==> src/rtl/clock_divider_pkg.sv <==
// Shared types and constants for the clock divider bank.
package clock_divider_pkg;

  localparam logic MODE_TOGGLE = 1'b0;
  localparam logic MODE_PULSE  = 1'b1;

  localparam int unsigned MAX_WIDTH = 32;

  typedef struct packed {
    logic [MAX_WIDTH-1:0] divisor;
    logic                 mode;
  } ch_cfg_t;

  function automatic int unsigned ch_width(input int unsigned num_ch);
    return (num_ch <= 1) ? 1 : $clog2(num_ch);
  endfunction

endpackage

==> src/rtl/clock_divider_bank_if.sv <==
// Configuration write port of the clock divider bank (valid/ready handshake).
interface clock_divider_bank_if #(
  parameter int unsigned NUM_CH = 4,
  parameter int unsigned WIDTH  = 32
);
  import clock_divider_pkg::*;

  localparam int unsigned CH_W = ch_width(NUM_CH);

  logic             cfg_valid;
  logic             cfg_ready;
  logic [CH_W-1:0]  cfg_ch;
  logic [WIDTH-1:0] cfg_divisor;
  logic             cfg_mode;

  modport master (
    output cfg_valid,
    output cfg_ch,
    output cfg_divisor,
    output cfg_mode,
    input  cfg_ready
  );

  modport slave (
    input  cfg_valid,
    input  cfg_ch,
    input  cfg_divisor,
    input  cfg_mode,
    output cfg_ready
  );

endinterface

==> src/rtl/clock_divider_channel.sv <==
// One divider channel: wrap counter, shadowed divisor/mode, registered clk_out and tick.
module clock_divider_channel
  import clock_divider_pkg::*;
#(
  parameter int unsigned WIDTH     = 32,
  parameter int unsigned RESET_DIV = 1
) (
  input  logic    i_clk,
  input  logic    i_rst,
  input  logic    i_enable,
  input  logic    i_we,
  input  ch_cfg_t i_cfg,
  output logic    o_pending,
  output logic    o_clk_out,
  output logic    o_tick
);

  logic [WIDTH-1:0] r_cnt, w_cnt_d;
  logic [WIDTH-1:0] r_div, w_div_d;
  logic             r_mode, w_mode_d;
  logic             r_pend, w_pend_d;
  logic [WIDTH-1:0] r_sh_div, w_sh_div_d;
  logic             r_sh_mode, w_sh_mode_d;
  logic             r_clk_out, w_clk_out_d;
  logic             r_tick, w_tick_d;

  logic w_wrap, w_apply, w_mode_chg;

  always_comb begin
    w_wrap     = i_enable && (r_cnt == r_div);
    // Shadow takes effect only at a period boundary, or at once while idle.
    w_apply    = r_pend && (w_wrap || !i_enable);
    w_mode_chg = w_apply && (r_sh_mode != r_mode);

    w_cnt_d     = (!i_enable || w_wrap) ? '0 : r_cnt + 1'b1;
    w_tick_d    = w_wrap;
    w_div_d     = w_apply ? r_sh_div : r_div;
    w_mode_d    = w_apply ? r_sh_mode : r_mode;
    w_sh_div_d  = i_we ? i_cfg.divisor[WIDTH-1:0] : r_sh_div;
    w_sh_mode_d = i_we ? i_cfg.mode : r_sh_mode;
    w_pend_d    = i_we ? 1'b1 : (w_apply ? 1'b0 : r_pend);

    if (!i_enable || w_mode_chg) begin
      w_clk_out_d = 1'b0;
    end else if (r_mode == MODE_PULSE) begin
      w_clk_out_d = w_wrap;
    end else begin
      w_clk_out_d = w_wrap ? ~r_clk_out : r_clk_out;
    end
  end

  always_ff @(posedge i_clk) begin
    if (i_rst) begin
      r_cnt     <= '0;
      r_div     <= WIDTH'(RESET_DIV);
      r_mode    <= MODE_TOGGLE;
      r_pend    <= 1'b0;
      r_sh_div  <= WIDTH'(RESET_DIV);
      r_sh_mode <= MODE_TOGGLE;
      r_clk_out <= 1'b0;
      r_tick    <= 1'b0;
    end else begin
      r_cnt     <= w_cnt_d;
      r_div     <= w_div_d;
      r_mode    <= w_mode_d;
      r_pend    <= w_pend_d;
      r_sh_div  <= w_sh_div_d;
      r_sh_mode <= w_sh_mode_d;
      r_clk_out <= w_clk_out_d;
      r_tick    <= w_tick_d;
    end
  end

  assign o_pending = r_pend;
  assign o_clk_out = r_clk_out;
  assign o_tick    = r_tick;

endmodule

==> src/rtl/clock_divider_bank.sv <==
// Bank of independent clock dividers sharing one configuration write port.
module clock_divider_bank
  import clock_divider_pkg::*;
#(
  parameter int unsigned NUM_CH    = 4,
  parameter int unsigned WIDTH     = 32,
  parameter int unsigned RESET_DIV = 1
) (
  input  logic                clk_in,
  input  logic                rst,
  input  logic [NUM_CH-1:0]   enable,
  clock_divider_bank_if.slave cfg,
  output logic [NUM_CH-1:0]   clk_out,
  output logic [NUM_CH-1:0]   tick
);

  localparam int unsigned CH_W = ch_width(NUM_CH);

  logic [NUM_CH-1:0] w_sel;
  logic [NUM_CH-1:0] w_pend;
  logic [NUM_CH-1:0] w_we;
  logic              w_ready;
  ch_cfg_t           w_cfg;

  // Out-of-range channel numbers decode to nothing and are never ready.
  always_comb begin
    w_sel   = '0;
    w_ready = 1'b0;
    for (int unsigned i = 0; i < NUM_CH; i++) begin
      if (cfg.cfg_ch == CH_W'(i)) begin
        w_sel[i] = 1'b1;
        w_ready  = ~w_pend[i];
      end
    end
  end

  always_comb begin
    w_cfg         = '0;
    w_cfg.divisor = MAX_WIDTH'(cfg.cfg_divisor);
    w_cfg.mode    = cfg.cfg_mode;
  end

  assign cfg.cfg_ready = w_ready;
  assign w_we          = w_sel & {NUM_CH{cfg.cfg_valid & w_ready}};

  for (genvar g = 0; g < NUM_CH; g++) begin : g_ch
    clock_divider_channel #(
      .WIDTH     (WIDTH),
      .RESET_DIV (RESET_DIV)
    ) u_ch (
      .i_clk     (clk_in),
      .i_rst     (rst),
      .i_enable  (enable[g]),
      .i_we      (w_we[g]),
      .i_cfg     (w_cfg),
      .o_pending (w_pend[g]),
      .o_clk_out (clk_out[g]),
      .o_tick    (tick[g])
    );
  end

endmodule
==> src/flat_wrapper.sv <==
// flat-port wrapper written by rule: the top's interface ports become plain ports
module clock_divider_bank_flat import clock_divider_pkg::*;
#(
  parameter int unsigned NUM_CH    = 4,
  parameter int unsigned WIDTH     = 32,
  parameter int unsigned RESET_DIV = 1
)
  (clk_in, rst, enable, clk_out, tick, cfg_cfg_valid, cfg_cfg_ch, cfg_cfg_divisor, cfg_cfg_mode, cfg_cfg_ready);
  clock_divider_bank_if #(.NUM_CH(NUM_CH), .WIDTH(WIDTH)) cfg_i ();
  input  logic clk_in;
  input  logic rst;
  input  logic [NUM_CH-1:0] enable;
  output logic [NUM_CH-1:0] clk_out;
  output logic [NUM_CH-1:0] tick;
  input wire logic [$bits(cfg_i.cfg_valid)-1:0] cfg_cfg_valid;
  input wire logic [$bits(cfg_i.cfg_ch)-1:0] cfg_cfg_ch;
  input wire logic [$bits(cfg_i.cfg_divisor)-1:0] cfg_cfg_divisor;
  input wire logic [$bits(cfg_i.cfg_mode)-1:0] cfg_cfg_mode;
  output wire logic [$bits(cfg_i.cfg_ready)-1:0] cfg_cfg_ready;
  assign cfg_i.cfg_valid = cfg_cfg_valid;
  assign cfg_i.cfg_ch = cfg_cfg_ch;
  assign cfg_i.cfg_divisor = cfg_cfg_divisor;
  assign cfg_i.cfg_mode = cfg_cfg_mode;
  assign cfg_cfg_ready = cfg_i.cfg_ready;
  clock_divider_bank #(.NUM_CH(NUM_CH), .WIDTH(WIDTH), .RESET_DIV(RESET_DIV)) u_core (.clk_in(clk_in), .rst(rst), .enable(enable), .cfg(cfg_i), .clk_out(clk_out), .tick(tick));
endmodule
==> config.mk <==
export PLATFORM = sky130hd
export DESIGN_NAME = clock_divider_bank_flat
export DESIGN_NICKNAME = d
export VERILOG_FILES = /design/src/rtl/clock_divider_pkg.sv /design/src/rtl/clock_divider_bank_if.sv /design/src/rtl/clock_divider_channel.sv /design/src/rtl/clock_divider_bank.sv /design/src/flat_wrapper.sv
export SDC_FILE = /design/constraint.sdc
export NUM_CORES = 1
export LEC_CHECK = 0
export ABC_AREA = 1
export BUFFER_PORTS_ARGS = -buffer_cell sky130_fd_sc_hd__buf_4
export CORE_ASPECT_RATIO = 1.4
export CORE_UTILIZATION = 47
export CTS_CLUSTER_DIAMETER = 50
export DETAILED_ROUTE_END_ITERATION = 8
export PLACE_DENSITY_LB_ADDON = 0.15
export SKIP_LAST_GASP = 1
export SYNTH_ARGS = -nofsm -noshare
export SYNTH_HDL_FRONTEND = slang
export SYNTH_SLANG_ARGS = --single-unit
==> constraint.sdc <==
create_clock -name clk_in -period 1.55 [get_ports clk_in]
set_input_delay 0 -clock clk_in [delete_from_list [all_inputs] [get_ports clk_in]]
set_output_delay 0 -clock clk_in [all_outputs]
set_load 0.005 [all_outputs]
==> results.py, run 1 <==
metrics = {
    "critical_path": {
        "critPathCapture": "u_core.g_ch[3].u_ch.r_cnt[16]",
        "reg2reg_depth": 9,
        "worstReg2RegEnd": "u_core.g_ch[3].u_ch.r_cnt[16]",
        "crit_start": "u_core.g_ch[3].u_ch.r_cnt[1]",
        "crit_path_end_kind": "flip-flop",
        "r2r_slack_ns": -0.22,
        "r2r_start": "u_core.g_ch[3].u_ch.r_cnt[1]",
        "cp-start-kind": "flip-flop",
        "critPathMaxFanout": 5,
        "crit_arrival_ns": 2.24,
        "crit_type": "reg -> reg",
        "worstPathRequired_ns": 2.02,
    },
    "routing": {
        "drt_iter0_markers": 1100,
        "first_pass_iters": 5,
        "routed-via-count": 17666,
        "via_per_inst": 5.03,
        "routed_wl_mm": 54.8,
        "post-route-drc-count": 0,
        "routedWlPerCell_um": 15.6,
        "drt.antenna.violating_nets": 0,
    },
    "clock_network": {
        "cts.clk_slew.worst_paths_ns": 0.06,
        "clkLatencyLatePin_ns": 0.57,
        "htreeDepth": 2,
        "cts-root-buf": "clkbuf_16",
        "clockBufferDepth": 3,
        "cts_inserted_buffers": 44,
        "cts_tree": "done",
        "clock-sinks": 404,
    },
    "yosys": {
        "yosys_register_bits": 404,
        "synth_common_cells": "nand2_1, dfxtp_1, nor2_1, a21oi_1, inv_1",
        "synthMuxAreaShare_pct": 0,
        "synth-compound-area-share_pct": 11.7,
        "synth_area_leader_cell": "dfxtp_1",
        "synth_edf_count": 0,
        "synth_top_area_share_pct": 43.3,
        "synth_fp_nets": 2628,
        "avgSynthCellArea_sq_um": 7.23,
        "ys_top_cells_by_area": "dfxtp_1, nand2_1, a21oi_1",
        "synth_xor_area_share_pct": 8.21,
        "ys_warn_count": 0,
        "async_flop_share_pct": 0,
        "synth-adder-area-share_pct": 0.268,
        "synth-simple-area-share_pct": 26.8,
        "dominantRegCellSynth": "dfxtp_1",
        "yosysMostFrequentCell": "nand2_1",
        "synth.distinct_cells": 40,
        "yosysSeqAreaShare_pct": 43.3,
        "synth_cells": 2582,
        "synth_top_family_by_area": "simple AND/OR/NAND/NOR gates",
        "synth_area_sq_um": 18700,
    },
    "floorplan": {
        "initial_utilization_pct": 47.5,
        "die-area_sq_um": 40500,
        "die_w_um": 170,
        "coreArea_sq_um": 39300,
        "die_h_um": 238,
        "ioPinCount": 51,
        "rows": 86,
    },
    "placed_design": {
        "numPortBuffers": 50,
        "dpl.hpwl_mm": 34.0,
        "gp_congestion": 0.903,
        "dp.cells": 3312,
    },
    "grt": {
        "overflow": 0,
        "antenna_found_initial": 2,
        "grt_max_degree": 68,
        "grt_pass1_vias": 16635,
        "grt_usage_pct": 25.7,
        "grt_pass1_wl_mm": 83.0,
    },
    "sta": {
        "fmax_mhz": 564,
        "fin_setup_tns_ns": -32.32,
        "final.min_clock_period_ns": 1.77,
        "setup_slack_ns": -0.224,
        "setup_viol": 271,
        "fin_crit_sh_pct": 114,
        "skew_ns": 0.0209,
        "worstMarginPinSlew_ns": 0.886,
        "slew_viol_final": 0,
        "rsz0062_at_grt": "true",
        "finalHoldViolations": 0,
        "slew_headroom_pct": 41.0,
    },
    "power_and_ir_drop": {
        "p_leak_nw": 10.3,
        "p_per_area_nw_per_um2": 945,
        "ir_drop_mv": 0.700,
    },
    "layout": {
        "multi_input_area_sq_um": 10300,
        "n_fill_cell": 3190,
        "seq_area_sq_um": 8280,
        "nets": 2992,
        "final_cell_count_no_fill": 3510,
        "area_growth_pct": 40.1,
        "drive_gt1_share_pct": 30.6,
    },
    "run": {
        "cap_violations": 0,
    },
    "run_status": {
        "violations": "setup timing",
        "status": "complete, but fails checks",
    },
    "hold_path": {
        "hold_path.class": "in -> reg",
    },
}
[repair_timing]
item | 4_1_cts | 5_1_grt
resized for setup | 166 | 313
setup endpoints to repair | 276 | 402
buffers inserted | 30 | 19
hold buffers | 39 | 0
cloned | 14 | 19
hold endpoints to repair | 165 | 0
pin swaps | 91 | 168
[flip-flops by register name (all words and copies together) (netlist names)]
name,flops
u_core.g_ch.u_ch.o_clk_out,4
u_core.g_ch.u_ch.o_pending,4
u_core.g_ch.u_ch.o_tick,4
u_core.g_ch.u_ch.r_cnt,128
u_core.g_ch.u_ch.r_div,128
u_core.g_ch.u_ch.r_mode,4
u_core.g_ch.u_ch.r_sh_div,128
u_core.g_ch.u_ch.r_sh_mode,4
[cell families (layout without fill, tap and decap cells)]
kind of cell	count (synthesis)	in the layout
simple gates	1152	1154
compound gates	431	431
buf+inv	416	813
flops	404	404
xor+xnor	175	175
fa+ha+maj	4	4
other cells	0	1
[where the power goes]
group | switching [mW] | internal, mW | total, mW | leakage, nW
Clock | 4.46 | 6.19 | 10.7 | 0.709
Sequential | 0.185 | 10.7 | 10.9 | 3.34
Combinational | 1.74 | 1.44 | 3.19 | 6.28
Total | 6.39 | 18.3 | 24.7 | 10.3
[cell type report]
type | count | area share (%)
Multi-Input combinational cell | 1764 | 39.2
Inverter | 274 | 3.95
Tap cell | 528 | 2.53
Antenna cell | 1 | 0.00957
Clock buffer | 61 | 4.77
Timing Repair Buffer | 458 | 17.0
Sequential cell | 404 | 31.7
Clock inverter | 20 | 0.837
[worst min-delay path by stage]
| stage | endpoint | slack [ns] | from | cells past startpoint |
|---|---|---|---|---|
| after floorplan | u_core.g_ch[0].u_ch.o_pending | 0.12 | rst | 1 |
| after detailed placement | u_core.g_ch[0].u_ch.o_pending | 0.31 | rst | 2 |
| after global routing | u_core.g_ch[1].u_ch.r_sh_div[30] | 0.09 | cfg_cfg_ch[0] | 4 |
| after CTS | u_core.g_ch[1].u_ch.r_sh_div[10] | 0.03 | cfg_cfg_ch[0] | 4 |
| final | u_core.g_ch[1].u_ch.r_sh_div[10] | 0.05 | cfg_cfg_ch[0] | 4 |
| after global placement | u_core.g_ch[1].u_ch.o_pending | 0.31 | rst | 2 |
[through the flow]
stage	hold WS [ns]	area, sq um	total power [mW]	utilization (%)	worst slack (ns)
floorplan	0.117	18800	12.5	-	-0.00292
global placement	0.306	21400	13.2	54.6	-0.342
detailed placement	0.309	21400	13.2	54.6	-0.309
CTS	0.0324	24500	24.4	62.3	-0.153
global route	0.0890	26200	25.6	66.6	-0.318
finish	0.0517	26200	24.7	66.6	-0.224
[worst max-delay path, stage by stage, from the launching register on]
cell	delay, ns
dfxtp_4	0.37
ha_4	0.15
nand3_4	0.10
nor2_4	0.16
nand3_4	0.10
nor2_4	0.11
nand2_2	0.13
buf_4	0.18
o21ai_0	0.15
nor3b_1	0.23
[layer usage]
| metal | up-vias | track usage (%) | share of wire, % |
|---|---|---|---|
| li1 | 8978 | - | - |
| met1 | 8203 | 31.3 | 42 |
| met2 | 358 | 45.5 | 51 |
| met3 | 125 | 3.25 | 3.6 |
| met4 | 2 | 10.6 | 4.0 |
| met5 | - | 0 | 0.031 |
[placed cells by master (no fill, tap or decap), types with 6 or more instances in the layout]
cell type and instances:
a21oi_1 253, a21oi_2 28, buf_12 22, buf_16 12
buf_4 343, buf_6 19, buf_8 7, clkbuf_1 10
clkbuf_16 61, clkbuf_8 6, dfxtp_1 284, dfxtp_2 103
dfxtp_4 17, dlygate4sd3_1 39, inv_1 263, inv_2 10
nand2_1 417, nand2_2 39, nand2_4 13, nand2_8 9
nand3_1 96, nand3_2 60, nand3_4 13, nand3b_1 6
nand4_1 35, nor2_1 307, nor2_2 36, nor2_4 24
nor3_1 40, nor3_2 13, nor3_4 6, nor3b_1 8
nor3b_2 9, nor4_1 7, o21ai_0 134, o22ai_1 6
xnor2_1 108, xnor2_2 21, xor2_1 43
(Power assumes the default switching activity.)
==> run 2, diff against run 1 <==
--- a/config.mk
+++ b/config.mk
@@ -5,7 +5,6 @@
 export SDC_FILE = /design/constraint.sdc
 export NUM_CORES = 1
 export LEC_CHECK = 0
-export ABC_AREA = 1
 export BUFFER_PORTS_ARGS = -buffer_cell sky130_fd_sc_hd__buf_4
 export CORE_ASPECT_RATIO = 1.4
 export CORE_UTILIZATION = 47
==> run 2 against run 1 <==
  * The flow finishes with violations (DRC, setup timing)
  * Critical path depth unchanged
  * Sequential share of layout area grew 1.5 points
  * Global-route usage increased by 0.31 points
  * Worst setup slack lost 0.22 ns
  * Register-to-register slack got worse by 0.22 ns
  * Synthesized cell count decreased by 21%
  * Die area down 5.4%
  * Clock-buffer cell count fell by 1
  * Hold slack better by 0.011 ns
  * Utilization is 0.81 points higher
  * Synthesized area is 5.4% lower
  * Via count decreased by 15%
==> results.py, run 2 <==
metrics = {
    "routing": {
        "via_per_inst": 5.27,
        "post-route-drc-count": 4,
        "drt_iter0_markers": 852,
        "routed-via-count": 14962,
        "first_pass_iters": 7,
        "routedWlPerCell_um": 18.1,
        "routed_wl_mm": 51.5,
        "drt.antenna.violating_nets": 0,
    },
    "power_and_ir_drop": {
        "combPwrFrac_pct": 8.5,
        "swShare_pct": 23.2,
        "internal-power_mw": 18.0,
        "total_power_mw": 23.4,
        "ir_drop_mv": 0.905,
        "p_sw_mw": 5.43,
        "p_per_area_nw_per_um2": 941,
        "pwr-share-seq_pct": 45.4,
        "p_leak_nw": 8.58,
        "pwr-share-clk_pct": 46.0,
    },
    "yosys": {
        "synth_fp_nets": 2073,
        "synth_xor_area_share_pct": 12.2,
        "synth_top_area_share_pct": 45.8,
        "synth-simple-area-share_pct": 25.6,
        "synth_common_cells": "dfxtp_1, nand2_1, nand2b_1, xnor2_1, a21oi_1",
        "synth.distinct_cells": 50,
        "synth-adder-area-share_pct": 0.284,
        "async_flop_share_pct": 0,
        "synthMuxAreaShare_pct": 5.78,
        "yosysSeqAreaShare_pct": 45.8,
        "ys_warn_count": 0,
        "yosys_register_bits": 404,
        "avgSynthCellArea_sq_um": 8.71,
        "synth_top_family_by_area": "simple AND/OR/NAND/NOR gates",
        "synth_cells": 2027,
        "dominantRegCellSynth": "dfxtp_1",
        "synth-compound-area-share_pct": 6.75,
        "synth_area_sq_um": 17600,
        "synth_area_leader_cell": "dfxtp_1",
        "ys_top_cells_by_area": "dfxtp_1, xnor2_1, nand2b_1",
        "yosysMostFrequentCell": "dfxtp_1",
        "synth_edf_count": 0,
    },
    "floorplan": {
        "die_w_um": 166,
        "coreArea_sq_um": 36900,
        "ioPinCount": 51,
        "die-area_sq_um": 38300,
        "initial_utilization_pct": 47.9,
        "rows": 83,
        "die_h_um": 231,
    },
    "clock_network": {
        "htreeDepth": 2,
        "clockBufferDepth": 3,
        "cts-root-buf": "clkbuf_16",
        "cts_tree": "done",
        "clock-sinks": 404,
        "cts_inserted_buffers": 41,
        "clkLatencyLatePin_ns": 0.55,
        "cts.clk_slew.worst_paths_ns": 0.06,
    },
    "grt": {
        "grt_pass1_vias": 14502,
        "antenna_found_initial": 0,
        "grt_usage_pct": 26.1,
        "grt_max_degree": 103,
        "grt_pass1_wl_mm": 78.4,
        "overflow": 0,
    },
    "critical_path": {
        "crit_type": "reg -> reg",
        "reg2reg_depth": 9,
        "cp-start-kind": "flip-flop",
        "crit_path_end_kind": "flip-flop",
        "r2r_slack_ns": -0.45,
        "critPathMaxFanout": 8,
        "r2r_start": "u_core.g_ch[2].u_ch.r_div[11]",
        "crit_arrival_ns": 2.47,
        "worstPathRequired_ns": 2.03,
        "worstReg2RegEnd": "u_core.g_ch[2].u_ch.r_div[23]",
    },
    "layout": {
        "drive_gt1_share_pct": 32.7,
        "antenna_cells": 0,
        "reg_top3": "u_core.g_ch.u_ch.r_cnt (128), u_core.g_ch.u_ch.r_div (128), u_core.g_ch.u_ch.r_sh_div (128)",
        "nets": 2387,
        "area_growth_pct": 40.8,
        "final_area_sq_um": 24800,
        "final_common_cell": "nand2_1",
        "n_fill_cell": 2797,
        "final_cell_mix": "nand2_1, dfxtp_1, buf_4",
    },
    "placed_design": {
        "placed_cell_area_sq_um": 20300,
        "place_ws_ns": -0.434,
        "gp_congestion": 0.863,
        "numPortBuffers": 50,
        "dpl.hpwl_mm": 31.8,
    },
    "sta": {
        "slew_headroom_pct": 56.3,
        "worstMarginPinSlew_ns": 0.655,
        "rsz0062_at_grt": "true",
        "fin_crit_sh_pct": 129,
        "slew_viol_final": 0,
        "skew_ns": 0.0146,
        "finalHoldViolations": 0,
        "setup_viol": 268,
        "setup_slack_ns": -0.447,
        "final.min_clock_period_ns": 2.00,
        "fmax_mhz": 501,
    },
    "run_status": {
        "status": "complete, but fails checks",
        "violations": "DRC, setup timing",
    },
    "run": {
        "cap_violations": 0,
    },
    "hold_path": {
        "hold_path.class": "in -> reg",
        "hold_depth": 4,
        "hold_start": "cfg_cfg_valid",
        "min_to": "u_core.g_ch[2].u_ch.o_pending",
    },
}
[run 2: cell count changes after synthesis, moves of 20 or more]
cell,previous run,this run
xnor2_1,129,174
nor2_1,348,158
inv_1,272,15
nand3_1,165,83
mux2i_1,0,102
nor3_1,54,14
a21oi_1,281,166
nand4_1,35,55
clkbuf_1,52,90
nand2b_1,0,196
xor2_1,46,72
buf_2,45,6
nand2_1,465,317
o21ai_0,134,39
[run 2: stage by stage]
stage                     hold slack [ns]  std cells  util (%)  setup TNS, ns
after floorplan                     0.121       2027         -         -28.98
after global placement              0.286       2658      55.2         -83.64
after detailed placement            0.292       2658      55.2         -87.39
after CTS                          0.0446       2825      64.4         -73.68
after global routing               0.0825       2839      67.4        -114.77
final                              0.0623       2839      67.4         -86.12
[run 2: cells by family (layout without fill, tap and decap cells)]
family                   after synthesis  in the layout
flip-flops                           404            404
AND/OR/NAND/NOR                      908            908
buffers and inverters                140            485
multiplexers                         102            102
adder cells (fa/ha/maj)                4              4
AO/OA/AOI/OAI                        223            223
XOR/XNOR                             246            246
[run 2: how the worst max path moves through the flow]
| stage | slack, ns | start | to |
|---|---|---|---|
| floorplan | -0.26 | u_core.g_ch[0].u_ch.r_cnt[6] | u_core.g_ch[0].u_ch.r_div[10] |
| finish | -0.45 | u_core.g_ch[2].u_ch.r_div[11] | u_core.g_ch[2].u_ch.r_div[23] |
| CTS | -0.38 | u_core.g_ch[0].u_ch.r_div[23] | u_core.g_ch[0].u_ch.r_div[6] |
| detailed placement | -0.43 | u_core.g_ch[0].u_ch.r_div[25] | u_core.g_ch[0].u_ch.r_div[25] |
| global route | -0.54 | u_core.g_ch[0].u_ch.r_cnt[25] | u_core.g_ch[0].u_ch.r_div[19] |
| global placement | -0.40 | u_core.g_ch[2].u_ch.r_div[20] | u_core.g_ch[2].u_ch.r_div[24] |
[run 2: power groups by stage]
| stage | clock [mW] | sequential (mW) | combinational [mW] |
|---|---|---|---|
| floorplan | 0 | 10.8 | 0.781 |
| global placement | 0 | 10.9 | 1.30 |
| detailed placement | 0 | 10.9 | 1.31 |
| CTS | 10.9 | 10.6 | 1.82 |
| global route | 11.3 | 10.6 | 2.09 |
| finish | 10.8 | 10.6 | 2.00 |
[run 2: metal layers]
layer / up-vias / global-route usage, % / part of all wire, %
met3: 108 / 3.19 / 3.5
met5: - / 0 / 0
li1: 7338 / - / -
met2: 298 / 46.1 / 51
met1: 7218 / 31.3 / 42
met4: 0 / 12.6 / 4.1
[run 2: area by class of cell]
class                      count  area (sq um)  area share (%)
multi-input combinational   1483         10500            42.4
sequential                   404          8240            33.2
timing repair buffer         396          3960            15.9
clock buffer                  60          1230            4.95
tap                          467           584            2.35
clock inverter                14           235           0.947
inverter                      15          58.8           0.237
[run 2: worst max-delay path, cell delays in order, from the launching register on]
cell     delay, ns
dfxtp_1       0.39
xnor2_1       0.14
nand4_1       0.18
nor4_4        0.31
buf_6         0.16
a21bo_4       0.19
buf_12        0.12
buf_12        0.15
nand3_4       0.09
a21oi_2       0.17
[run 2: timing repair]
item                                    4_1_cts  5_1_grt
endpoints found under the hold margin       143        0
setup buffers                                37       15
resized for setup                           205      254
endpoints found under the setup margin      269      273
pin swaps                                    85      125
gates cloned                                 18        6
hold buffers                                 39        0
==> run 3, diff against run 2 <==
--- a/config.mk
+++ b/config.mk
@@ -7,7 +7,8 @@
 export LEC_CHECK = 0
 export BUFFER_PORTS_ARGS = -buffer_cell sky130_fd_sc_hd__buf_4
 export CORE_ASPECT_RATIO = 1.4
-export CORE_UTILIZATION = 47
+export CORE_UTILIZATION = 58
+export CTS_BUF_LIST = sky130_fd_sc_hd__clkbuf_4 sky130_fd_sc_hd__clkbuf_8
 export CTS_CLUSTER_DIAMETER = 50
 export DETAILED_ROUTE_END_ITERATION = 8
 export PLACE_DENSITY_LB_ADDON = 0.15
==> run 3 against run 2 <==
  * The run ends with setup timing left
  * Clock skew rose by 0.026 ns
  * Combinational power increased by 4%
  * Clock power decreased by 9%
  * Power shrank 3.5%
  * Global-route usage grew 7.9 points
  * Critical path depth stayed put
  * Sequential power is essentially flat
  * Non-clock buffer count increased by 4
  * First-iteration DRC count rose by 66%
  * Die area shrank 19%
  * Final area shrank 0.68%
  * Register-to-register slack worse by 0.19 ns
  * Largest cell class unchanged
==> results.py, run 3 (synthesis results as in run 2) <==
metrics = {
    "routing": {
        "via_per_inst": 5.79,
        "drt_iter0_markers": 1414,
        "drt.antenna.violating_nets": 0,
        "routed_wl_mm": 58.1,
        "first_pass_iters": 5,
        "routed-via-count": 16196,
        "post-route-drc-count": 0,
        "routedWlPerCell_um": 20.8,
    },
    "critical_path": {
        "cp_num_buf_inv": 3,
        "cp_top_family": "simple AND/OR/NAND/NOR gates",
        "reg2reg_depth": 9,
        "slowest_stage": "nor4_4",
        "crit_chain": "xnor2_2, nand4_1, nor4_4, buf_4, buf_6, a21boi_4, clkbuf_16, o21ai_1, a21oi_1",
        "worstPathRequired_ns": 2.07,
        "worst-path-stages": 9,
        "crit_path_end_kind": "flip-flop",
        "max_stage_delay_ns": 0.38,
        "critPathMaxFanout": 5,
        "crit_arrival_ns": 2.71,
        "cp-start-kind": "flip-flop",
        "crit_type": "reg -> reg",
    },
    "sta": {
        "fin_crit_sh_pct": 141,
        "finalHoldViolations": 0,
        "skew_ns": 0.0405,
        "slew_viol_final": 0,
        "fmax_mhz": 456,
        "holdWs_ns": 0.211,
        "rsz0062_at_grt": "true",
        "setup_viol": 272,
        "slew_headroom_pct": 51.0,
        "worstMarginPinSlew_ns": 0.733,
        "final.min_clock_period_ns": 2.19,
        "setup_slack_ns": -0.642,
    },
    "grt": {
        "grt_pass1_vias": 15706,
        "grt_pass1_wl_mm": 82.6,
        "grt_max_degree": 117,
        "grt_usage_pct": 34.0,
        "antenna_found_initial": 1,
        "overflow": 0,
    },
    "clock_network": {
        "cts_tree": "done",
        "htreeDepth": 2,
        "cts_inserted_buffers": 61,
        "clockBufferDepth": 3,
        "clkLatencyLatePin_ns": 0.66,
        "cts.clk_slew.worst_paths_ns": 0.07,
        "cts-root-buf": "clkbuf_8",
        "clock-sinks": 404,
    },
    "layout": {
        "n_fill_cell": 1605,
        "nets": 2411,
        "final_cell_mix": "dfxtp_1, nand2_1, buf_4",
        "reg_top3": "u_core.g_ch.u_ch.r_cnt (128), u_core.g_ch.u_ch.r_div (128), u_core.g_ch.u_ch.r_sh_div (128)",
        "area_growth_pct": 39.8,
        "final_common_cell": "dfxtp_1",
        "final_area_sq_um": 24700,
        "drive_gt1_share_pct": 33.9,
        "final_cell_count_no_fill": 2799,
    },
    "placed_design": {
        "dp.cells": 2579,
        "place_ws_ns": -0.513,
        "gp_congestion": 0.892,
        "placed_cell_area_sq_um": 20300,
        "numPortBuffers": 50,
        "dpl.hpwl_mm": 31.8,
    },
    "power_and_ir_drop": {
        "p_leak_nw": 8.62,
        "total_power_mw": 22.6,
        "ir_drop_mv": 0.862,
        "p_per_area_nw_per_um2": 915,
    },
    "hold_path": {
        "hold_path.class": "in -> reg",
        "hold_depth": 4,
    },
    "floorplan": {
        "initial_utilization_pct": 59.0,
        "ioPinCount": 51,
        "rows": 75,
        "die_w_um": 149,
        "coreArea_sq_um": 29900,
        "die-area_sq_um": 31100,
        "die_h_um": 208,
    },
    "run_status": {
        "status": "complete, but fails checks",
        "violations": "setup timing",
    },
    "run": {
        "cap_violations": 0,
    },
}
run 3: power breakdown:
| part | switching (mW) | internal (mW) |
|---|---|---|
| logic | 1.13 | 0.961 |
| registers | 0.114 | 10.5 |
| clock network | 4.30 | 5.55 |
run 3: per-stage QoR:
step	utilization (%)	TNS, ns
floorplan	-	-28.98
global placement	67.7	-80.47
detailed placement	67.7	-94.87
CTS	78.9	-85.16
global route	82.4	-131.61
finish	82.4	-113.03
run 3: path summary, 6_finish.rpt:
path | startpoint | to | slack [ns]
max | u_core.g_ch[2].u_ch.r_div[28] | u_core.g_ch[2].u_ch.r_div[8] | -0.64
min | cfg_cfg_divisor[2] | u_core.g_ch[2].u_ch.r_sh_div[2] | 0.21
max reg2reg | u_core.g_ch[2].u_ch.r_div[28] | u_core.g_ch[2].u_ch.r_div[8] | -0.64
min reg2reg | u_core.g_ch[2].u_ch.r_sh_div[31] | u_core.g_ch[2].u_ch.r_div[31] | 0.45
run 3: worst min-delay path: stages:
cell and delay [ns]:
dlygate4sd3_1 0.54, buf_4 0.17, nand2_1 0.06, a21oi_1 0.05
run 3: area by class of cell:
class,instances,area [sq um],share of cell area (%)
diodes,1,2.50,0.0101
clock buffers,102,1290,5.23
clock inverters,9,97.6,0.395
inverters,15,61.3,0.248
multi-input cells,1483,10500,42.5
flip-flops and latches,404,8220,33.3
well taps,385,482,1.95
repair buffers,400,4050,16.4
run 3: repair_timing:
| item | 4_1_cts | 5_1_grt |
|---|---|---|
| hold endpoints to repair | 256 | 0 |
| buffers inserted | 36 | 15 |
| setup endpoints to repair | 270 | 273 |
| pin swaps | 81 | 115 |
| gates cloned | 21 | 7 |
| hold buffers | 41 | 0 |
| gates resized for setup | 207 | 264 |
run 3: routing by layer:
metal | part of all wire (%) | track usage (%)
met3 | 6.3 | 5.55
met5 | 0 | 0
met4 | 7.4 | 21.5
met2 | 50 | 57.2
met1 | 36 | 39.6
